$ cat config.mk
export PLATFORM = sky130hd
export DESIGN_NAME = rr_sel_arb
export DESIGN_NICKNAME = d
export VERILOG_FILES = /design/src/rtl/rr_sel_arb.sv
export SDC_FILE = /design/constraint.sdc
export NUM_CORES = 1
export LEC_CHECK = 0
export CELL_PAD_IN_SITES_DETAIL_PLACEMENT = 1
export CELL_PAD_IN_SITES_GLOBAL_PLACEMENT = 1
export CORE_MARGIN = 3
export CORE_UTILIZATION = 39
export DETAILED_ROUTE_END_ITERATION = 10
export PLACE_DENSITY_LB_ADDON = 0.1
export SETUP_SLACK_MARGIN = 0.5
export SYNTH_ARGS = -nofsm -noshare
export SYNTH_HDL_FRONTEND = slang
export SYNTH_SLANG_ARGS = --single-unit
$ cat constraint.sdc
create_clock -name clk -period 3 [get_ports clk]
set_input_delay 0.3 -clock clk [delete_from_list [all_inputs] [get_ports clk]]
set_output_delay 0.3 -clock clk [all_outputs]
set_load 0.05 [all_outputs]
$ cat src/rtl/rr_sel_arb.sv
// Two-channel round-robin arbiter that drives the select of a 2:1 mux, with a per-channel hold limit.
// Optional feature: define SEL_LOCK_EN to add a lock input that pins the current grant past hold expiry.
module rr_sel_arb #(
  parameter int HOLD = 4
) (
  input  logic       clk,
  input  logic       rst_n,
  input  logic       req_a,
  input  logic       req_b,
`ifdef SEL_LOCK_EN
  input  logic       lock,
`endif
  output logic       s,
  output logic       gnt_a,
  output logic       gnt_b,
  output logic       busy,
  output logic [1:0] dbg_state
);

  localparam logic [1:0] IDLE  = 2'd0;
  localparam logic [1:0] GNT_A = 2'd1;
  localparam logic [1:0] GNT_B = 2'd2;

  localparam logic [3:0] HOLD_LAST = 4'(HOLD - 1);

  logic [1:0] state, state_nxt;
  logic [3:0] cnt, cnt_nxt;
  logic       last_b;
  logic       lock_i;

`ifdef SEL_LOCK_EN
  assign lock_i = lock;
`else
  assign lock_i = 1'b0;
`endif

  always_comb begin
    state_nxt = state;
    cnt_nxt   = cnt;
    case (state)
      IDLE: begin
        if (req_a && req_b)  state_nxt = last_b ? GNT_A : GNT_B;
        else if (req_a)      state_nxt = GNT_A;
        else if (req_b)      state_nxt = GNT_B;
      end
      GNT_A: begin
        if (!req_a) begin
          state_nxt = req_b ? GNT_B : IDLE;
        end else if (cnt == HOLD_LAST) begin
          // Under lock the counter stays saturated so release happens right after lock falls.
          if (req_b && !lock_i) state_nxt = GNT_B;
          else if (!lock_i)     cnt_nxt   = 4'd0;
        end else begin
          cnt_nxt = cnt + 4'd1;
        end
      end
      GNT_B: begin
        if (!req_b) begin
          state_nxt = req_a ? GNT_A : IDLE;
        end else if (cnt == HOLD_LAST) begin
          if (req_a && !lock_i) state_nxt = GNT_A;
          else if (!lock_i)     cnt_nxt   = 4'd0;
        end else begin
          cnt_nxt = cnt + 4'd1;
        end
      end
      default: state_nxt = IDLE;
    endcase
    // Every entry into a grant state starts a fresh hold window.
    if (state_nxt != state && state_nxt != IDLE) cnt_nxt = 4'd0;
  end

  always_ff @(posedge clk or negedge rst_n) begin
    if (!rst_n) begin
      state  <= IDLE;
      cnt    <= 4'd0;
      last_b <= 1'b1;
      s      <= 1'b0;
    end else begin
      state <= state_nxt;
      cnt   <= cnt_nxt;
      if (state_nxt != state) begin
        if (state_nxt == GNT_A) last_b <= 1'b0;
        if (state_nxt == GNT_B) last_b <= 1'b1;
      end
      if (state_nxt == GNT_A) s <= 1'b0;
      if (state_nxt == GNT_B) s <= 1'b1;
    end
  end

  // Outputs decode straight from the state register; the reset clears them asynchronously.
  assign gnt_a     = (state == GNT_A);
  assign gnt_b     = (state == GNT_B);
  assign busy      = (state != IDLE);
  assign dbg_state = state;

endmodule

==> results of run 1 <==
[per-stage QoR]
step,utilization (%),cells
CTS,53.8,97
floorplan,-,69
global placement,51.9,93
global route,55.2,97
detailed placement,51.9,93
finish,55.2,97
[synthesized netlist by cell type]
cell type / n
nor2b_1: 2
o21ai_0: 3
ha_1: 7
xor2_1: 1
a21oi_1: 3
a211oi_1: 1
a31oi_1: 1
mux2_1: 1
o22ai_1: 1
and4bb_2: 2
mux2_2: 2
or3_1: 1
buf_2: 1
and3_1: 1
nand4bb_1: 1
a31oi_2: 1
dfrtp_1: 7
o21bai_1: 2
nand4_1: 2
nand2_1: 3
or2_2: 1
nand3b_1: 1
dfstp_2: 1
nand3_1: 1
inv_1: 7
nor3_1: 1
o221ai_1: 1
or4_4: 1
mux2i_1: 3
nor2_1: 3
nor3b_1: 1
a311oi_1: 1
nand2b_1: 1
inv_2: 1
a21o_2: 1
o311a_1: 1
[critical path: stages]
cell             delay [ns]
clkdlybuf4s50_1        0.58
inv_2                  0.08
o311a_1                0.37
or2_2                  0.30
a21oi_4                0.16
ha_1                   0.18
inv_1                  0.05
a31oi_2                0.15
mux2_1                 0.33
[worst paths after layout]
path,slack (ns),depth (start not counted),endpoint,startpoint
worst max-delay path,0.65,9,last_b$_DFFE_PN1P_,req_b
worst min-delay path,0.33,1,cnt[1]$_DFFE_PN0P_,rst_n
worst max register to register,0.65,9,last_b$_DFFE_PN1P_,cnt[0]$_DFFE_PN0P_
worst min register to register,0.52,1,s$_DFFE_PN0N_,s$_DFFE_PN0N_
max in group asynchronous,2.37,1,last_b$_DFFE_PN1P_,rst_n
min in group clk,0.52,1,s$_DFFE_PN0N_,s$_DFFE_PN0N_
[flip-flops by register name, summed over array words and instances, names as in the netlist]
name       cells
dbg_state      2
cnt            4
last_b         1
s              1
[final cells by class]
type	instances	area [um^2]	area share (%)
Timing Repair Buffer	9	90.1	10.6
Clock buffer	4	26.3	3.09
Sequential cell	8	204	24.0
Multi-Input combinational cell	52	477	56.0
Tap cell	16	20.0	2.35
Inverter	8	33.8	3.97
[routing by layer]
metal	wire [um]	share of wire, %	track usage, %	vias to the layer above
met4	0	0	3.31	0
met5	0	0	0	-
met1	734	48	21.8	280
li1	-	-	-	277
met3	33	2.2	2.30	0
met2	759	50	26.6	7
[logic make-up after synthesis]
| family | count (synthesis) | synth area share (%) |
|---|---|---|
| multiplexers | 6 | 9.73 |
| AO/OA/AOI/OAI | 16 | 17.4 |
| flip-flops | 8 | 30.7 |
| AND/OR/NAND/NOR | 22 | 22.1 |
| buffers and inverters | 9 | 5.34 |
| XOR/XNOR | 1 | 1.34 |
| adder cells (fa/ha/maj) | 7 | 13.4 |
[power by group]
part	switching, uW	total (uW)	internal, uW
sequential	46.8	197	150
combinational	397	675	279
clock	32.5	83.1	50.6
total	476	955	480
==> impl_metrics.py, run 1 <==
metrics = {
    "synthesis": {
        "seq_area_frac_synth_pct": 30.7,
        "ys_warn_count": 0,
        "syn_nets": 80,
        "synth_top_area_share_pct": 26.7,
        "yosysTopAreaCell": "dfrtp_1",
        "ys_ff_latch": 8,
        "synth_area_leaders": "dfrtp_1 27%, ha_1 13%, mux2i_1 4.6%",
        "syn_area_per_cell_um2": 9.50,
        "synth_area_um2": 656,
        "synthCells": 69,
        "ys_types": 36,
    },
    "sta": {
        "tightest_slew_ns": 0.493,
        "min_period_over_period_pct": 78.3,
        "worst_slack_ns": 0.652,
        "hold_viol": 0,
        "fin_crit_ns": 2.35,
        "final_max_slew_viol_count": 0,
        "finalSetupViolations": 0,
        "skew_ns": 0.00161,
        "fin_tns_setup_ns": 0,
        "timing.hold.ws_ns": 0.329,
        "relSlewSlack_pct": 67.0,
        "fmax_mhz": 426,
        "rsz0062_at_grt": "false",
    },
    "clock_network": {
        "ctsResizeCount": 1,
        "hold_buffers": 0,
        "path_clk_slew_ns": 0.05,
        "h-tree-depth": 1,
        "clock_latency_ns": 0.24,
        "clockBufferDepth": 2,
        "cts_sinks": 8,
        "cts_tree": "yes",
        "cts_inserted_buffers": 3,
        "cts_setup_buffers": 0,
        "clock-root-buffer": "clkbuf_4",
    },
    "pwr": {
        "vdd_drop_max_v": 0.000689,
        "total_power_uw": 955,
        "p_leak_uw": 0.000368,
        "powerDensity_nw_per_um2": 1120,
    },
    "floorplan": {
        "die_h_um": 47,
        "core_um2": 1540,
        "die_area_um2": 2210,
        "rows": 14,
        "start_util_pct": 42.5,
        "ios": 10,
        "die_w_um": 47,
    },
    "drt": {
        "drt-total-wl_um": 1530,
        "dr.first_iter.drc_count": 2,
        "route.vias.total": 564,
        "drcViolationCount": 0,
        "drtAntennaViolNets": 0,
        "wire_per_inst_um": 15.7,
        "avgViaCountPerCell": 5.81,
        "first_pass_iters": 4,
    },
    "worst_setup_path": {
        "worst_ep_required_time_ns": 3.17,
        "cp-end-kind": "register",
        "worst_setup_path_start_kind": "input port",
        "cp_data_arrival_time_ns": 2.51,
        "cp_max_fo": 5,
        "crit_type": "input port to register",
    },
    "cells_and_area": {
        "final_common_cell": "clkdlybuf4s50_1",
        "diodes": 0,
        "drive_gt1_share_pct": 30.9,
        "num-nets-final": 93,
        "area_delta_synth_final_pct": 29.8,
        "layout_common_cells": "9 x clkdlybuf4s50_1, 5 x inv_1, 5 x dfrtp_1",
        "fillCellCount": 178,
        "final_area_um2": 851,
    },
    "place": {
        "hpwl_um": 1220,
        "place_congestion": 0.818,
        "post-place-ws_ns": 0.302,
        "place_area_um2": 800,
        "numPortBuffers": 9,
    },
    "worst_hold_path": {
        "worstHoldPathType": "input port to asynchronous set/reset pin",
    },
    "global_route": {
        "overflow": 0,
        "grt_pass1_vias": 548,
        "grt_antenna_before_repair": 0,
        "grt_pass1_wl_um": 2500,
        "grt_max_degree": 9,
        "grt_usage_pct": 15.9,
    },
    "run": {
        "drv_cap": 0,
    },
    "run_status": {
        "status": "complete, no violations",
    },
}
Note: power is estimated with default switching activity, not from simulation.
==> run 2, diff against run 1 <==
clock period = 2.25 ns   (was 3 ns; I/O delays follow)
==> run 2 against run 1 <==
  * The flow now finishes with violations (setup timing)
  * Cell count up 20%
  * Register-to-register slack worse by 0.70 ns
  * Clock power up 58%
  * Routed wire length up 77%
  * Total power up 100%
  * Non-clock buffer count up 19
  * Sequential power up 32%
  * Critical path depth up 1
  * Die area unchanged
  * Core utilization up 19 points
==> impl_metrics.py, run 2 (synthesis results as in run 1) <==
metrics = {
    "pwr": {
        "p_comb_share_pct": 79.9,
        "p_sw_uw": 976,
        "switching_share_pct": 50.0,
        "p_leak_uw": 0.000486,
        "clkPwrFrac_pct": 6.7,
        "intPower_uw": 977,
        "powerDensity_nw_per_um2": 1710,
        "seq_power_share_pct": 13.3,
        "vdd_drop_max_v": 0.00115,
    },
    "run_status": {
        "status": "finished with violations",
        "violations": "setup timing",
    },
    "worst_setup_path": {
        "crit_type": "register to register",
        "cp_data_arrival_time_ns": 2.44,
        "worst_setup_path_start_kind": "register",
        "worst_ep_required_time_ns": 2.40,
        "cp-end-kind": "register",
        "cp_max_fo": 3,
    },
    "place": {
        "post-place-ws_ns": -0.234,
        "place_congestion": 0.816,
        "hpwl_um": 1450,
        "numPortBuffers": 9,
    },
    "sta": {
        "worst_slack_ns": -0.0450,
        "min_period_over_period_pct": 102,
        "final_max_slew_viol_count": 0,
        "fin_crit_ns": 2.29,
        "relSlewSlack_pct": 67.1,
        "fmax_mhz": 436,
        "hold_viol": 0,
        "rsz0062_at_grt": "true",
        "finalSetupViolations": 2,
        "tightest_slew_ns": 0.493,
        "skew_ns": 0.00856,
    },
    "clock_network": {
        "cts_tree": "yes",
        "path_clk_slew_ns": 0.07,
        "cts_inserted_buffers": 3,
        "clock-root-buffer": "clkbuf_4",
        "clock_latency_ns": 0.27,
        "clockBufferDepth": 2,
        "h-tree-depth": 1,
        "cts_sinks": 8,
    },
    "global_route": {
        "grt_pass1_vias": 701,
        "overflow": 0,
        "grt_pass1_wl_um": 3500,
        "grt_usage_pct": 24.2,
        "grt_max_degree": 9,
        "grt_antenna_before_repair": 0,
    },
    "drt": {
        "dr.first_iter.drc_count": 5,
        "wire_per_inst_um": 23.3,
        "avgViaCountPerCell": 5.79,
        "route.vias.total": 672,
        "drt-total-wl_um": 2710,
        "drtAntennaViolNets": 0,
        "first_pass_iters": 4,
        "drcViolationCount": 0,
    },
    "cells_and_area": {
        "largest_reg_flops": 4,
        "area_delta_synth_final_pct": 74.6,
        "final_common_cell": "buf_4",
        "num-nets-final": 112,
        "layout_common_cells": "15 x buf_4, 6 x ha_4, 5 x dfrtp_1, 4 x clkdlybuf4s50_1, 4 x buf_6",
        "postLayoutCoreUtil_pct": 74.3,
        "diodes": 0,
        "fillCellCount": 146,
        "top_register": "cnt",
        "drive_gt1_share_pct": 60.0,
    },
    "floorplan": {
        "die_w_um": 47,
        "rows": 14,
        "die_h_um": 47,
        "core_um2": 1540,
        "die_area_um2": 2210,
        "start_util_pct": 42.5,
        "ios": 10,
    },
    "worst_hold_path": {
        "worstHoldPathType": "input port to asynchronous set/reset pin",
    },
    "run": {
        "drv_cap": 0,
    },
}
-- run 2: per-stage QoR --
| step | cells | power [uW] | area (um^2) | TNS, ns | hold slack, ns |
|---|---|---|---|---|---|
| 2_1_floorplan | 69 | 1000 | 736 | -0.200 | -0.0706 |
| 3_3_place_gp | 102 | 1290 | 908 | -0.225 | 0.510 |
| 3_5_place_dp | 102 | 1330 | 908 | -0.594 | 0.506 |
| 4_1_cts | 114 | 1630 | 1060 | 0 | 0.239 |
| 5_1_grt | 116 | 2050 | 1140 | -0.384 | 0.205 |
| 6_report | 116 | 1950 | 1140 | -0.0849 | 0.208 |
-- run 2: layout make-up --
class	count	area (um^2)	share of cell area, %
tap	16	20.0	1.75
multi-input combinational	52	614	53.7
inverter	8	41.3	3.61
clock buffer	4	26.3	2.30
timing repair buffer	28	236	20.7
sequential	8	206	18.0
-- run 2: routing by layer --
layer  vias up  global-route usage, %  wire length [um]
met5         -                      0                 0
met4         0                   11.6                68
met3         6                   4.60                84
met2        15                   42.8              1360
met1       336                   27.6              1200
li1        315                      -                 -
-- run 2: repair_timing --
action,CTS,global route
gates cloned,0,0
hold buffers,0,0
pin swaps,6,5
buffers inserted,8,2
setup endpoints to repair,12,10
gates resized for setup,24,20
-- run 2: critical path: stages, from the launching register on --
cell,delay (ns)
dfrtp_1,0.44
ha_4,0.20
buf_4,0.12
and4bb_2,0.24
nor3_2,0.25
a21oi_4,0.11
buf_4,0.15
buf_6,0.10
buf_4,0.14
ha_4,0.15
mux2_2,0.26
-- run 2: path summary, 6_finish.rpt --
check / from / to / slack [ns] / depth (start not counted)
worst max-delay path: cnt[1]$_DFFE_PN0P_ / s$_DFFE_PN0N_ / -0.04 / 10
worst min-delay path: rst_n / cnt[1]$_DFFE_PN0P_ / 0.21 / 1
worst max register to register: cnt[1]$_DFFE_PN0P_ / s$_DFFE_PN0N_ / -0.04 / 10
worst min register to register: s$_DFFE_PN0N_ / s$_DFFE_PN0N_ / 0.56 / 1
max in group asynchronous: rst_n / last_b$_DFFE_PN1P_ / 1.74 / 1
min in group clk: s$_DFFE_PN0N_ / s$_DFFE_PN0N_ / 0.56 / 1
-- run 2: power groups by stage --
stage / combinational (uW) / sequential, uW / clock, uW
after global placement: 1050 / 241 / 0
after CTS: 1270 / 244 / 122
after floorplan: 663 / 340 / 0
final: 1560 / 261 / 131
after global routing: 1640 / 267 / 142
after detailed placement: 1090 / 243 / 0
==> run 3, diff against run 2 <==
SLEW_MARGIN = 20   (was unset)
==> results of run 3 <==
Same layout as run 2: the final DEF is identical, and so are final timing and power.
